`src/rtl/updn_pkg.sv`:
```
// -----------------------------------------------------------------------------
// updn_pkg
// Shared definitions for the up/down counter block.
//   CNT_WIDTH_DEF : default counter width
//   state_t       : direction-FSM state encoding (IDLE, UP, DOWN, HOLD)
// -----------------------------------------------------------------------------
package updn_pkg;

    localparam int CNT_WIDTH_DEF = 4;

    typedef enum logic [1:0] {
        IDLE = 2'd0,
        UP   = 2'd1,
        DOWN = 2'd2,
        HOLD = 2'd3
    } state_t;

endpackage

```
`src/rtl/updn_cnt_core.sv`:
```
// -----------------------------------------------------------------------------
// updn_cnt_core
// Purely combinational next-count and overflow/underflow computation.
//   count_i    : current registered count
//   en_i       : count enable
//   up_dn_i    : 1 = up, 0 = down
//   load_i     : load strobe (takes priority over en_i)
//   load_val_i : value to load
//   count_o    : next count value
//   ovf_o      : up-count attempted at all-ones
//   unf_o      : down-count attempted at zero
// Build option: UPDN_CNT_SAT_EN selects saturation at the limits instead of
// wrap-around; ovf_o/unf_o flag the attempt in both modes.
// -----------------------------------------------------------------------------
module updn_cnt_core
    import updn_pkg::*;
#(
    parameter int WIDTH = CNT_WIDTH_DEF
) (
    input  logic [WIDTH-1:0] count_i,
    input  logic             en_i,
    input  logic             up_dn_i,
    input  logic             load_i,
    input  logic [WIDTH-1:0] load_val_i,
    output logic [WIDTH-1:0] count_o,
    output logic             ovf_o,
    output logic             unf_o
);

    localparam logic [WIDTH-1:0] MAX_VAL = '1;
    localparam logic [WIDTH-1:0] ONE     = WIDTH'(1);

    // WIDTH-bit add/subtract wraps modulo 2^WIDTH on its own.
    logic [WIDTH-1:0] inc_w;
    logic [WIDTH-1:0] dec_w;

    assign inc_w = count_i + ONE;
    assign dec_w = count_i - ONE;

    always_comb begin
        count_o = count_i;
        ovf_o   = 1'b0;
        unf_o   = 1'b0;
        if (load_i) begin
            count_o = load_val_i;
        end else if (en_i) begin
            if (up_dn_i) begin
                if (count_i == MAX_VAL) begin
                    ovf_o = 1'b1;
`ifdef UPDN_CNT_SAT_EN
                    count_o = MAX_VAL;
`else
                    count_o = inc_w;
`endif
                end else begin
                    count_o = inc_w;
                end
            end else begin
                if (count_i == '0) begin
                    unf_o = 1'b1;
`ifdef UPDN_CNT_SAT_EN
                    count_o = '0;
`else
                    count_o = dec_w;
`endif
                end else begin
                    count_o = dec_w;
                end
            end
        end
    end

endmodule

```
`src/rtl/updn_counter.sv`:
```
// -----------------------------------------------------------------------------
// updn_counter
// Loadable up/down counter with a direction-tracking FSM. All outputs are
// registered; one cycle from input to output.
//   clk      : rising-edge clock
//   rst      : synchronous active-high reset
//   en       : count enable
//   up_dn    : direction, 1 = up, 0 = down
//   load     : synchronous load strobe (rst > load > en)
//   load_val : value loaded when load = 1
//   count    : registered count
//   state    : registered direction state (updn_pkg::state_t)
//   ovf      : one-cycle pulse, up-count attempted at all-ones
//   unf      : one-cycle pulse, down-count attempted at zero
//   dir_chg  : one-cycle pulse on a direct UP<->DOWN transition
// Build option: UPDN_CNT_SAT_EN (saturate instead of wrap, in updn_cnt_core).
// -----------------------------------------------------------------------------
module updn_counter
    import updn_pkg::*;
#(
    parameter int WIDTH = CNT_WIDTH_DEF
) (
    input  logic             clk,
    input  logic             rst,
    input  logic             en,
    input  logic             up_dn,
    input  logic             load,
    input  logic [WIDTH-1:0] load_val,
    output logic [WIDTH-1:0] count,
    output state_t           state,
    output logic             ovf,
    output logic             unf,
    output logic             dir_chg
);

    logic [WIDTH-1:0] count_q, count_d;
    state_t           state_q, state_d;
    logic             ovf_q, ovf_d;
    logic             unf_q, unf_d;
    logic             dir_chg_q, dir_chg_d;

    updn_cnt_core #(
        .WIDTH (WIDTH)
    ) u_core (
        .count_i    (count_q),
        .en_i       (en),
        .up_dn_i    (up_dn),
        .load_i     (load),
        .load_val_i (load_val),
        .count_o    (count_d),
        .ovf_o      (ovf_d),
        .unf_o      (unf_d)
    );

    // Direction FSM next state. A load freezes the state; dir_chg only fires
    // when the previous state was the opposite direction, so a pass through
    // HOLD never flags a change.
    always_comb begin
        state_d   = state_q;
        dir_chg_d = 1'b0;
        if (!load) begin
            if (en) begin
                if (up_dn) begin
                    state_d   = UP;
                    dir_chg_d = (state_q == DOWN);
                end else begin
                    state_d   = DOWN;
                    dir_chg_d = (state_q == UP);
                end
            end else if (state_q == UP || state_q == DOWN) begin
                state_d = HOLD;
            end
        end
    end

    always_ff @(posedge clk) begin
        if (rst) begin
            count_q   <= '0;
            state_q   <= IDLE;
            ovf_q     <= 1'b0;
            unf_q     <= 1'b0;
            dir_chg_q <= 1'b0;
        end else begin
            count_q   <= count_d;
            state_q   <= state_d;
            ovf_q     <= ovf_d;
            unf_q     <= unf_d;
            dir_chg_q <= dir_chg_d;
        end
    end

    assign count   = count_q;
    assign state   = state_q;
    assign ovf     = ovf_q;
    assign unf     = unf_q;
    assign dir_chg = dir_chg_q;

endmodule

```
`config.mk`:
```
export PLATFORM = sky130hd
export DESIGN_NAME = updn_counter
export DESIGN_NICKNAME = d
export VERILOG_FILES = /design/src/rtl/updn_pkg.sv /design/src/rtl/updn_cnt_core.sv /design/src/rtl/updn_counter.sv
export SDC_FILE = /design/constraint.sdc
export NUM_CORES = 1
export LEC_CHECK = 0
export CAP_MARGIN = 20
export CORE_UTILIZATION = 25
export DETAILED_ROUTE_END_ITERATION = 8
export PLACE_DENSITY = 0.54
export SLEW_MARGIN = 0
export SYNTH_ARGS = -nofsm -noshare
export SYNTH_HDL_FRONTEND = slang
export SYNTH_SLANG_ARGS = --single-unit
```
`constraint.sdc`:
```
create_clock -name clk -period 1.8 [get_ports clk]
set_clock_uncertainty 0.2 [all_clocks]
set_input_delay 0.36 -clock clk [delete_from_list [all_inputs] [get_ports clk]]
set_output_delay 0.36 -clock clk [all_outputs]
set_load 0.05 [all_outputs]
```
==> results of run 1 <==
[Yosys cell counts (2+ instances only)]
master | count | area share (%)
sky130_fd_sc_hd__a21oi_1 | 6 | 5.9
sky130_fd_sc_hd__a31oi_1 | 2 | 2.5
sky130_fd_sc_hd__buf_6 | 2 | 4.4
sky130_fd_sc_hd__dfxtp_1 | 9 | 35
sky130_fd_sc_hd__ha_1 | 4 | 9.9
sky130_fd_sc_hd__inv_1 | 5 | 3.7
sky130_fd_sc_hd__nand2_1 | 5 | 3.7
sky130_fd_sc_hd__nor2_1 | 2 | 1.5
sky130_fd_sc_hd__nor3_1 | 2 | 2.0
sky130_fd_sc_hd__o21a_1 | 2 | 3.0
sky130_fd_sc_hd__xor2_1 | 2 | 3.4
[worst max-delay path: cells and delay by family]
| kind | cells | cell delay (ns) |
|---|---|---|
| AOI/OAI and AO/OA | 3 | 0.67 |
| buffers and inverters | 2 | 0.36 |
| adders and majority gates | 1 | 0.24 |
[worst max path at each step]
| stage | from | endpoint | cells past startpoint |
|---|---|---|---|
| final | up_dn | count[3]$_SDFFE_PP0P_ | 6 |
| after global routing | up_dn | count[3]$_SDFFE_PP0P_ | 6 |
| after CTS | up_dn | count[3]$_SDFFE_PP0P_ | 6 |
| after detailed placement | up_dn | count[2]$_SDFFE_PP0P_ | 6 |
| after global placement | up_dn | count[2]$_SDFFE_PP0P_ | 6 |
| after floorplan | count[1]$_SDFFE_PP0P_ | count[3]$_SDFFE_PP0P_ | 4 |
[cell type report]
class / instances / area (um^2)
flip-flops and latches: 9 / 183.9
well taps: 25 / 31.28
fillers: 194 / 1005
multi-input cells: 38 / 289.0
inverters: 5 / 18.77
repair buffers: 23 / 266.5
clock buffers: 4 / 26.28
[repair_timing]
action                                  CTS  global route
endpoints found under the setup margin    3             0
hold endpoints to repair                  0             0
buffers inserted                          1             0
resized for setup                         3             0
[cells by family after synthesis]
group	count (synthesis)
multiplexers	2
flip-flops	9
AND/OR/NAND/NOR	14
buffers and inverters	7
AO/OA/AOI/OAI	14
XOR/XNOR	3
adder cells (fa/ha/maj)	5
[power by group through the flow]
stage / Combinational, mW / Sequential, mW / Clock (mW)
CTS: 0.195 / 0.236 / 0.166
floorplan: 0.0652 / 0.274 / 0
global route: 0.208 / 0.240 / 0.177
detailed placement: 0.191 / 0.240 / 0
finish: 0.194 / 0.236 / 0.158
global placement: 0.189 / 0.240 / 0
[per-stage QoR]
stage          TNS (ns)  hold slack, ns  instances  utilization [%]  power [mW]
2_1_floorplan         0          0.2217         54                -      0.3394
3_3_place_gp     -1.133          0.3169         99            42.89      0.4297
3_5_place_dp     -1.208          0.3178         99            42.89      0.4316
4_1_cts               0          0.3270        104            44.81      0.5975
5_1_grt               0          0.3625        104            44.81      0.6240
6_report              0          0.3263        104            44.81      0.5882
[routing by layer]
metal | share of wire [%] | up-vias
met2 | 50 | 15
met3 | 5.8 | 0
met5 | 0 | -
li1 | - | 240
met1 | 44 | 222
met4 | 0 | 0
[sequential cells by signal, indices dropped and copies added (netlist names)]
name / cells
ovf: 1
dir_chg: 1
state: 2
unf: 1
count: 4
==> results.md, run 1 <==
Logic synthesis:
- The number of nets handed over by synthesis was 68.
- The area share of xor/xnor cells in the synthesized design is 5.172%.
- The number of enable-type register cells in the synthesized netlist is 0.
- The number of distinct library cells after synthesis is 24.
- The share of synthesized area occupied by flip-flops and latches is 35.47%.
- The share of synthesized area spent on multiplexers is 4.187%.
- In this run, synthesis produced a sequential element count of 9.
- In this run the cell area of the synthesized design comes to 508.0 um^2.
- The adder and majority gate portion of the synthesized area is 13.79%.
- The predominant post-synthesis flop cell is sky130_fd_sc_hd__dfxtp_1.
- The synthesized area divided by synthesized cell count is 9.407 um^2.
- Of all flip-flops after synthesis, the portion carrying an async set or reset was 0%.
- Synthesis handed over a netlist of 54 instances.
- The share of the synthesized area in compound gates (AO/OA/AOI/OAI) is 18.47%.
- After Yosys synthesis, and, or, nand and nor cells account for 14.78% of the synthesized area.
- The dominant combinational cell family by area after synthesis is compound AO/OA/AOI/OAI gates.
- The total number of yosys warnings is 0.

Finish:
- The finished cells cover 815.8 um^2.
- The post-route netlist has 31.65% of its cells at a drive strength greater than 1.
- 0 antenna diodes ended up in the layout.
- In the layout the commonest cells are sky130_fd_sc_hd__buf_4 (9), sky130_fd_sc_hd__clkdlybuf4s50_1 (7), sky130_fd_sc_hd__a21oi_1 (6), sky130_fd_sc_hd__dfxtp_1 (6), sky130_fd_sc_hd__buf_12 (6).
- The area overhead of the layout relative to synthesis is 60.59%.
- The final layout contains 94 nets.
- The most common cell after layout, fill and taps aside is sky130_fd_sc_hd__buf_4.

Power:
- The net switching power of the design is 0.1889 mW.
- For this design the static power due to leakage is 0.3561 nW.
- The power per cell area is 721.0 mW/mm^2.
- The register share of total power is 40.1%.
- Combinational logic burns 32.9% of the power.
- The part of the total power dissipated in the clock network is 26.9%.
- IR analysis of the VDD net gives a maximum drop of 317.5 uV.
- The switching share of power is 32.11%.
- The internal power of the cells totals 0.3993 mW.

Global routing:
- The overall overflow remaining after global route is 0.
- Global routing used 4.615% of the available met3 tracks.
- met2 is the most crowded layer.
- The first global-routing pass estimated 1932 um of wire.
- The number of antenna violations at the first check in global routing is 0.
- The global routing usage summed across all routing layers is 13.02%.
- The number of global-route vias before repair is 463.
- Entering global routing, the biggest net connects 9 pins.
- Global routing used 17.13% of the available met1 tracks.
- Global routing consumed, on the met2 layer, 19.44% of the routing resources.

Die:
- Once the floorplan was initialized, standard cells occupied 27.90% of the core.
- The height of the chip is 47.08 um.
- The total core area is 0.001821 mm^2.
- The die outline area is 0.002216 mm^2.
- The number of rows created at floorplan is 15.
- The die is 47.08 um wide.
- In this run the count of I/O pins placed on the die edge is 18.

Worst setup path:
- Data on the critical path arrives at its endpoint at 1.64 ns.
- The cell count of the worst reg-to-reg path is 4.
- The endpoint of the most critical register-to-register path is count[3]$_SDFFE_PP0P_.
- The critical path goes through dlygate4sd2_1, inv_2, ha_1, a21o_1, a2111o_1, o221ai_1.
- The master of the slowest instance on the critical path is sky130_fd_sc_hd__a2111o_1.
- The delay of the slowest cell on the worst path is 0.41 ns.
- The nature of the critical path endpoint is a register.
- The required time at the worst-slack endpoint is 1.78 ns.
- The kind of critical path is in2reg.
- The setup slack on the worst flop-to-flop path is 0.19 ns.
- The worst register-to-register path begins at count[1]$_SDFFE_PP0P_.
- The biggest fanout along the worst timing path is 5.
- STA classifies the critical path startpoint as a primary input.

Clock network:
- At the later pin of the worst-skew pair, clock insertion delay measures 0.26 ns.
- The deepest level of the CTS H-tree is 1.
- Clock tree synthesis selected as its root buffer the cell sky130_fd_sc_hd__clkbuf_4.
- The clock passes through at most 2 buffers.
- The clock transition at the registers of the reported paths is 0.06 ns.
- The number of buffers inserted by hold repair at cts is 0.
- The clock tree from TritonCTS is done.
- The clock net sink count is 9.
- In this run, CTS created clock tree buffers numbering 3.

Route:
- The ratio of routed vias to standard cells is 4.587.
- The number of remaining DRC errors is 0.
- For this block, the initial DRC count from the detailed router was 3.
- The post-detailed-route count of antenna-violating nets is 0.
- Dividing the detail-routed wire length by the instance count gives 11.33 um.
- The detailed-routing iteration count for the pre-antenna-repair pass is 4.
- The post-detailed-routing wire length is 1178 um.
- Across all layers, the routed design uses 477 vias.

Timing:
- The number of setup violations in the final report is 0.
- The final number of hold-violating endpoints is 0.
- The max-slew violation total from the final report is 0.
- The worst relative slew slack is 84.45%.
- The share of the clock period used by the worst path after layout is 91.74%.
- The clock period minus final worst setup slack is 1.651 ns.
- The worst setup margin is 0.1487 ns.
- Setup repair after global routing left no endpoint under its margin.
- For the pin with the worst max-slew slack, the measured transition is 0.2329 ns.
- Derived from the worst setup path, the maximum achievable clock frequency is 605.6 MHz.

Place:
- The worst slack at placement is -0.4168 ns.
- After detailed placement, the total cell area comes to 780.7 um^2.
- Routability-driven placement finished with a final weighted congestion of 0.6986.
- During placement, the flow inserted port buffers numbering 17.
- The HPWL after detailed placement is 866.3 um.

Job:
- Max-cap violations in this run came to 0.

Hold path:
- The endpoint with the worst hold slack is unf$_SDFF_PP0_.
- The type of the tightest min-delay check is reg2reg.
- The hold-critical path depth is 1.
- In this run the most critical hold path is launched from count[1]$_SDFFE_PP0P_.

Outcome:
- The run finished with clean final reports.
(Power assumes the default switching activity.)
==> run 2, diff against run 1 <==
==> constraint.sdc (replaced) <==
create_clock -name clk -period 1.8 [get_ports clk]
set_clock_uncertainty 0.2 [all_clocks]
set_input_delay 0.36 -clock clk [delete_from_list [all_inputs] [get_ports clk]]
set_output_delay 0.36 -clock clk [all_outputs]
set_load 0.02 [all_outputs]
==> run 2 against run 1 <==
Largest power group unchanged; cell area down 7.2%; first-iteration DRC count rose by 130%; worst setup slack worse by 0.063 ns; critical path type is now reg2out.
==> results.md, run 2 (synthesis results as in run 1) <==
Finish:
- The fraction of layout cells with a size suffix above 1 was 16.25% (-15 points).
- The most common cell after layout, fill and taps aside is sky130_fd_sc_hd__clkdlybuf4s50_1.
- The antenna cell count is 0 (unchanged).
- The flip-flop count of the largest register, all copies and words added came to 4 (unchanged).
- The post-layout net count is 95 (+1.1%).
- The count of fill cells added during filler insertion is 205 (+5.7%).
- In the layout the commonest cells are sky130_fd_sc_hd__clkdlybuf4s50_1 (10), sky130_fd_sc_hd__dfxtp_1 (9), sky130_fd_sc_hd__dlygate4sd2_1 (7), sky130_fd_sc_hd__buf_4 (7), sky130_fd_sc_hd__a21oi_1 (6).
- The area growth from synthesis to layout is 49.01%.
- The utilization after layout came to 41.58% (-3.2 points).

Worst setup path:
- The endpoint of the most critical register-to-register path is count[3]$_SDFFE_PP0P_.
- The required time at the worst-slack endpoint is 1.24 ns (-0.54 ns).
- The cell count of the worst reg-to-reg path is 4 (unchanged).
- The instance count on the critical path came to 1 (-5).
- The buffer and inverter count on the worst path is 1 (-1).
- The worst setup path is captured at an output port.
- The data arrival time of the critical path is 1.15 ns (-0.49 ns).
- The startpoint of the most critical register-to-register path is count[1]$_SDFFE_PP0P_.
- The kind of critical path is reg2out.
- The delay of the slowest cell on the worst path is 0.59 ns (+0.18 ns).
- The critical path starts at ovf$_SDFF_PP0_.
- The biggest fanout along the worst timing path was 1 (-4).
- Among all stages on the critical path, the largest delay is contributed by sky130_fd_sc_hd__clkdlybuf4s50_1.
- Walking the worst path, the cells encountered are clkdlybuf4s50_1.
- STA classifies the critical path startpoint as a register.
- The end point of the critical path is ovf.
- Grouping stages by cell kind, the critical path spends the most delay in buffers and inverters.
- The setup slack on the worst flop-to-flop path came to 0.14 ns (-0.05 ns).

Clock network:
- TritonCTS built the clock tree.
- Clock tree synthesis selected as its root buffer the cell sky130_fd_sc_hd__clkbuf_4.
- The clock transition at the registers of the reported paths was 0.07 ns (about the same).
- The number of buffers added by the clock tree synthesis step is 3 (unchanged).
- The clock net sink count is 9 (unchanged).
- The worst-case clock buffer depth is 2 (unchanged).
- The source-to-sink clock delay at the later pin of the worst-skew pair was 0.26 ns (about the same).
- The number of buffers inserted by hold repair at cts is 0 (unchanged).
- The deepest level of the CTS H-tree was 1 (unchanged).

Timing:
- The number of setup violations in the final report is 0 (unchanged).
- The worst relative slew slack was 82.06% (-2.4 points).
- The peak clock frequency supported by timing is 583.3 MHz (-3.7%).
- The worst setup margin came to 0.08553 ns (-0.06319 ns).
- The final number of hold-violating endpoints is 0 (unchanged).
- The share of the clock period used by the worst path after layout is 95.25% (+3.5 points).
- The clock period minus final worst setup slack came to 1.714 ns (+0.06319 ns).
- The max-slew violation total from the final report was 0 (unchanged).
- Setup repair after global routing left no endpoint under its margin.
- The worst-margin pin slew is 0.2687 ns (+0.03576 ns).

Global routing:
- The overall overflow remaining after global route was 0 (unchanged).
- The global routing usage summed across all routing layers is 13.12% (+0.10 points).
- The number of global-route vias before repair is 453 (-2.2%).
- The first-pass GRT wire length came to 1945 um (+0.67%).
- The number of antenna violations at the first check in global routing is 0 (unchanged).
- The maximum number of pins on one net before global-route repair is 9 (unchanged).

Route:
- The detailed-routing iteration count for the pre-antenna-repair pass is 3 (-1).
- The initial DRC count is 7 (+4).
- The post-detailed-routing wire length is 1154 um (-2.0%).
- The total number of vias came to 472 (-1.0%).
- The ratio of routed vias to standard cells is 4.495 (-2.0%).
- The average routed wire per standard cell is 10.99 um (-3.0%).
- The post-detailed-route count of antenna-violating nets is 0 (unchanged).
- The number of remaining DRC errors is 0 (unchanged).

Place:
- The placer congestion estimate is 0.7151 (+2.4%).
- The quantity of I/O buffers inserted on ports is 17 (unchanged).
- The worst slack at placement came to -0.4167 ns (+0.00005100 ns).

Die:
- The initial core utilization was 27.90% (unchanged).
- The horizontal die dimension was 47.08 um (unchanged).
- The total core area is 0.001821 mm^2 (unchanged).
- The number of I/O pins is 18 (unchanged).
- The die outline area is 0.002216 mm^2 (unchanged).
- The height of the chip is 47.08 um (unchanged).
- The number of rows created at floorplan was 15 (unchanged).

Hold path:
- The worst hold path belongs to the class reg2reg.

Power:
- The power per cell area was 692.4 mW/mm^2 (-4.0%).
- The peak supply drop was 280.1 uV (-12%).
- The static leakage was 0.3460 nW (-2.8%).

Outcome:
- The run finished with clean final reports.

Job:
- The max-capacitance violation count is 0 (unchanged).
[run 2: changes by cell type in the layout (fill, tap and decap cells not counted), sizes merged]
cell | before | now
dlygate4sd2 | 1 | 7
buf | 15 | 7
clkdlybuf4s50 | 7 | 10
[run 2: final cells by class]
type	instances	area [um^2]	area share (%)
Multi-Input combinational cell	38	286.5	37.85
Tap cell	25	31.28	4.132
Timing Repair Buffer	24	214.0	28.26
Clock buffer	4	26.28	3.471
Sequential cell	9	180.2	23.80
Inverter	5	18.77	2.479
[run 2: worst min-delay path by stage]
| stage | cells past startpoint | start | to |
|---|---|---|---|
| floorplan | 1 | rst | count[0]$_SDFFE_PP0P_ |
| global placement | 1 | state[1]$_SDFFE_PP0P_ | state[1]$_SDFFE_PP0P_ |
| detailed placement | 1 | state[1]$_SDFFE_PP0P_ | state[1]$_SDFFE_PP0P_ |
| CTS | 1 | state[1]$_SDFFE_PP0P_ | state[1]$_SDFFE_PP0P_ |
| global route | 1 | state[1]$_SDFFE_PP0P_ | state[1]$_SDFFE_PP0P_ |
| finish | 1 | state[1]$_SDFFE_PP0P_ | state[1]$_SDFFE_PP0P_ |
[run 2: what timing repair did]
item / in CTS / in global routing
hold endpoints to repair: 0 / 0
endpoints found under the setup margin: 9 / 0
setup buffers: 1 / 0
gates resized for setup: 8 / 0
[run 2: where the power goes]
part	switching, mW	leakage (nW)	internal (mW)	total [mW]
sequential	0.0165	0.0740	0.212	0.228
combinational	0.0644	0.257	0.0715	0.136
clock	0.0744	0.0150	0.0855	0.160
total	0.155	0.346	0.369	0.524
[run 2: metrics by stage]
| stage | hold WS [ns] | power [mW] | setup TNS [ns] | cell area, um^2 | instances |
|---|---|---|---|---|---|
| 3_5_place_dp | 0.3144 | 0.3742 | -1.186 | 732.0 | 100 |
| 3_3_place_gp | 0.3140 | 0.3737 | -1.141 | 732.0 | 100 |
| 5_1_grt | 0.3597 | 0.5582 | 0 | 757.0 | 105 |
| 4_1_cts | 0.3281 | 0.5284 | 0 | 757.0 | 105 |
| 2_1_floorplan | 0.2291 | 0.3099 | 0 | 508.0 | 54 |
| 6_report | 0.3254 | 0.5241 | 0 | 757.0 | 105 |
[run 2: routing by layer]
metal	track usage (%)	up-vias	share of wire, %
li1	-	246	-
met1	18.60	212	52
met2	18.06	14	43
met3	3.462	0	5.0
met4	6.857	0	0
met5	0	-	0
==> RTL change 1, RTL diff (config.mk and constraints of run 1) <==
Register the inputs `en`, `up_dn`, `load` and `load_val` before use. The logic sees them one clock later.
--- a/src/rtl/updn_counter.sv
+++ b/src/rtl/updn_counter.sv
@@ -34,4 +34,16 @@
 );
 
+    logic en_q;
+    logic up_dn_q;
+    logic load_q;
+    logic [WIDTH-1:0] load_val_q;
+
+    always_ff @(posedge clk) begin
+        en_q       <= en;
+        up_dn_q    <= up_dn;
+        load_q     <= load;
+        load_val_q <= load_val;
+    end
+
     logic [WIDTH-1:0] count_q, count_d;
     state_t           state_q, state_d;
@@ -44,8 +56,8 @@
     ) u_core (
         .count_i    (count_q),
-        .en_i       (en),
-        .up_dn_i    (up_dn),
-        .load_i     (load),
-        .load_val_i (load_val),
+        .en_i       (en_q),
+        .up_dn_i    (up_dn_q),
+        .load_i     (load_q),
+        .load_val_i (load_val_q),
         .count_o    (count_d),
         .ovf_o      (ovf_d),
@@ -59,7 +71,7 @@
         state_d   = state_q;
         dir_chg_d = 1'b0;
-        if (!load) begin
-            if (en) begin
-                if (up_dn) begin
+        if (!load_q) begin
+            if (en_q) begin
+                if (up_dn_q) begin
                     state_d   = UP;
                     dir_chg_d = (state_q == DOWN);
Formal check against the unedited RTL: not equivalent (a bounded check fails within 4 cycles, from zero or initial values and one cycle with rst high).
==> RTL change 1 against run 1 <==
The flow now finishes with violations (DRC). Wire length decreased by 7.6%. First-iteration DRC count grew to 4.3 times the old value. Sequential cell count is 7 higher. Sequential share of layout area rose by 12 points. Total power up 39%. Worst setup slack got worse by 0.030 ns. Cell area rose by 16%. Register-to-register slack lost 0.07 ns. Area after synthesis is 28% higher. Fmax shrank 1.8%. Synthesized cell count increased by 17%. Clock power grew 46%. Largest cell class is now sequential cells. Highest routed layer is now met4.
==> RTL change 1: results <==
[run_status]
status = "finished with violations"
violations = "DRC"

[yosys]
yosysSeqAreaShare = 0.492
ys_types = 26
synth_area_leaders = "dfxtp_1, ha_1, a21oi_1"
synthTopCellsByCount = "dfxtp_1, a21oi_1, inv_1, nand2_1, ha_1"
syn-num-nets = 77

[place]
gp_congestion = 0.704
post-dp-hpwl_um = 857
pre_cts_ws_ns = 0.103

[global_route]
track_usage = 0.0923
use_met2 = 0.150
use_met1 = 0.0971
met3_usage = 0.0517
antenna_found_initial = 0
grt_max_degree = 10
grt_pass1_vias = 460
grt_pass1_wl_um = 1800

[final_layout]
fillers = 261
layout-drive-gt1-share = 0.277
finalNetCount = 98

[worst_setup_path]
max_stage_delay_ns = 0.44
crit_path_top_delay_cell = "fa_1"
cp_max_fo = 6
arrival_ns = 1.69

[power]
vdd_ir_drop_max_uv = 453
p_sw_mw = 0.222

[clock_network]
postCtsSetupRepairBufs = 0
path_clk_slew_ns = 0.08
ctsResizeCount = 0

[drt]
wl_per_cell_um = 9.63
drc = 1
vias_per_cell = 4.38

[timing]
tightest_slew_ns = 0.298
## RTL change 1: logic make-up (layout without fill, tap and decap cells)
kind of cell	after synthesis	count (layout)	share of synthesized area
simple gates	15	15	0.123
buf+inv	9	29	0.0673
xor+xnor	3	3	0.0404
mux	2	2	0.0327
fa+ha+maj	5	5	0.108
compound gates	13	13	0.137
flops	16	16	0.492
## RTL change 1: worst paths after layout
check,startpoint,endpoint,slack (ns),cells after the start
max,count[0],count[2],0.12,4
min reg2reg,load_val_q[2],count[2],0.23,2
max reg2reg,count[0],count[2],0.12,4
min,load_val_q[2],count[2],0.23,2
## RTL change 1: critical path, delay by kind of cell, from the launching register on
kind                     cells  cell delay, ns
AO/OA/AOI/OAI                2            0.45
XOR/XNOR                     1            0.14
adder cells (fa/ha/maj)      1            0.44
flip-flops                   1            0.38
## RTL change 1: per-layer routing
layer / vias up / share of wire / routed length [um]
met5: - / 0 / 0
li1: 252 / - / -
met1: 223 / 0.45 / 492
met2: 18 / 0.45 / 494
met4: 0 / 0.012 / 13
met3: 2 / 0.080 / 87
## RTL change 1: per-stage QoR
| stage | cells | instance area (um^2) | total power [mW] | hold slack, ns | utilization |
|---|---|---|---|---|---|
| floorplan | 63 | 654 | 0.512 | 0.188 | - |
| global placement | 109 | 908 | 0.597 | 0.216 | 0.367 |
| detailed placement | 109 | 908 | 0.599 | 0.222 | 0.367 |
| CTS | 113 | 945 | 0.832 | 0.236 | 0.381 |
| global route | 113 | 945 | 0.859 | 0.264 | 0.381 |
| finish | 113 | 945 | 0.818 | 0.233 | 0.381 |
## RTL change 1: power by group through the flow
stage                     Combinational, mW  Clock, mW  Sequential, mW
after floorplan                      0.0698          0           0.443
after global placement                0.182          0           0.415
after detailed placement              0.183          0           0.415
after CTS                             0.184      0.241           0.407
after global routing                  0.195      0.253           0.412
final                                 0.182      0.231           0.406
## RTL change 1: area by class of cell
| type | instances | area (um^2) | share of cell area |
|---|---|---|---|
| clock buffer | 4 | 36.3 | 0.0384 |
| inverter | 6 | 22.5 | 0.0238 |
| multi-input combinational | 38 | 287 | 0.303 |
| sequential | 16 | 324 | 0.343 |
| tap | 30 | 37.5 | 0.0397 |
| timing repair buffer | 19 | 238 | 0.252 |
==> RTL change 2, RTL diff (settings of run 1) <==
Without the edit above. Build with the macro `UPDN_CNT_SAT_EN` defined.
--- a/src/rtl/updn_cnt_core.sv
+++ b/src/rtl/updn_cnt_core.sv
@@ -13,4 +13,6 @@
 // wrap-around; ovf_o/unf_o flag the attempt in both modes.
 // -----------------------------------------------------------------------------
+`define UPDN_CNT_SAT_EN
+
 module updn_cnt_core
     import updn_pkg::*;
Function: changed (Yosys sat finds a counterexample within 4 cycles, from zero or initial values and one cycle with rst high).
==> RTL change 2 against run 1 <==
Global-route usage fell by 0.32 points. Total power is 6.0% higher. Sequential cell count did not move. Wire length increased by 23%. Worst setup slack worse by 0.061 ns. Cell area is 18% higher. Area after synthesis grew 21%. Die area increased by 20%. Utilization is 2.2 points lower.
==> RTL change 2: results <==
[global_route]
met3_usage = 0.0526
grt_max_degree = 12
grt_pass1_wl_um = 2440
use_met2 = 0.193
use_met1 = 0.167
grt_pass1_vias = 548

[yosys]
synth_area_leaders = "dfxtp_1, ha_1, nor3_1"
yosysSeqAreaShare = 0.293
syn_avg_cell_area_um2 = 9.03
synthTopCellsByCount = "dfxtp_1, inv_1, nor3_1"
syn-num-nets = 81

[final_layout]
layout-drive-gt1-share = 0.361
multi_input_gates = 45
inv_count = 9
signal_buffers = 30
multiInputGateArea_um2 = 360

[worst_setup_path]
arrival_ns = 1.15
cp_max_fo = 8
crit_path_top_delay_cell = "dfxtp_1"
critPathTopFamily = "flip-flops"

[drt]
drt_iter0_drc = 19

[place]
gp_congestion = 0.788
post-dp-hpwl_um = 1110

[power]
p_leak_nw = 0.398

[clock_network]
postCtsSetupRepairBufs = 0

[run_status]
status = "finished, final reports clean"
RTL change 2: cell types whose count changed after synthesis, sizes merged, moves of 3 or more:
cell	run 1	this run
inv	5	9
nor3	2	6
buf	2	5
nand2	5	2
nor2	2	5
o21ai	0	3
RTL change 2: routing by layer:
layer,vias up,share of wire
met5,-,0
met4,0,0
met3,0,0.067
met2,23,0.44
met1,246,0.49
li1,307,-
RTL change 2: power by group:
group          leakage [nW]  switching [mW]  internal [mW]  total (mW)
Combinational         0.308           0.113          0.117       0.230
Clock                0.0150          0.0732         0.0856       0.159
Sequential           0.0750          0.0227          0.212       0.234
Total                 0.398           0.209          0.414       0.623
RTL change 2: worst paths after layout:
check / start / endpoint / cells past startpoint
setup / recovery: count[2] / count[2] / 2
hold reg to reg: state[0] / state[0] / 2
hold / removal: state[0] / state[0] / 2
setup reg to reg: count[1] / count[1] / 6
RTL change 2: stage by stage:
stage                     power [mW]  instances  hold slack, ns  setup WS, ns
after CTS                      0.629        125           0.372        0.0664
after global placement         0.467        121           0.364        -0.126
final                          0.623        125           0.366        0.0878
after detailed placement       0.467        121           0.363        -0.150
after floorplan                0.364         68           0.278        0.0156
after global routing           0.661        125           0.403        0.0214
RTL change 2: cells by family (layout without fill, tap and decap cells):
logic type | Yosys count | in the layout | synth area share
AND/OR/NAND/NOR | 20 | 20 | 0.183
flip-flops | 9 | 9 | 0.293
multiplexers | 2 | 2 | 0.0326
AO/OA/AOI/OAI | 19 | 19 | 0.277
adder cells (fa/ha/maj) | 4 | 4 | 0.0815
buffers and inverters | 14 | 43 | 0.132
RTL change 2: tightest hold or removal path, stage by stage, from the launching register on:
cell and delay, ns:
dfxtp_1 0.35, nor2_1 0.11, nor3_1 0.05
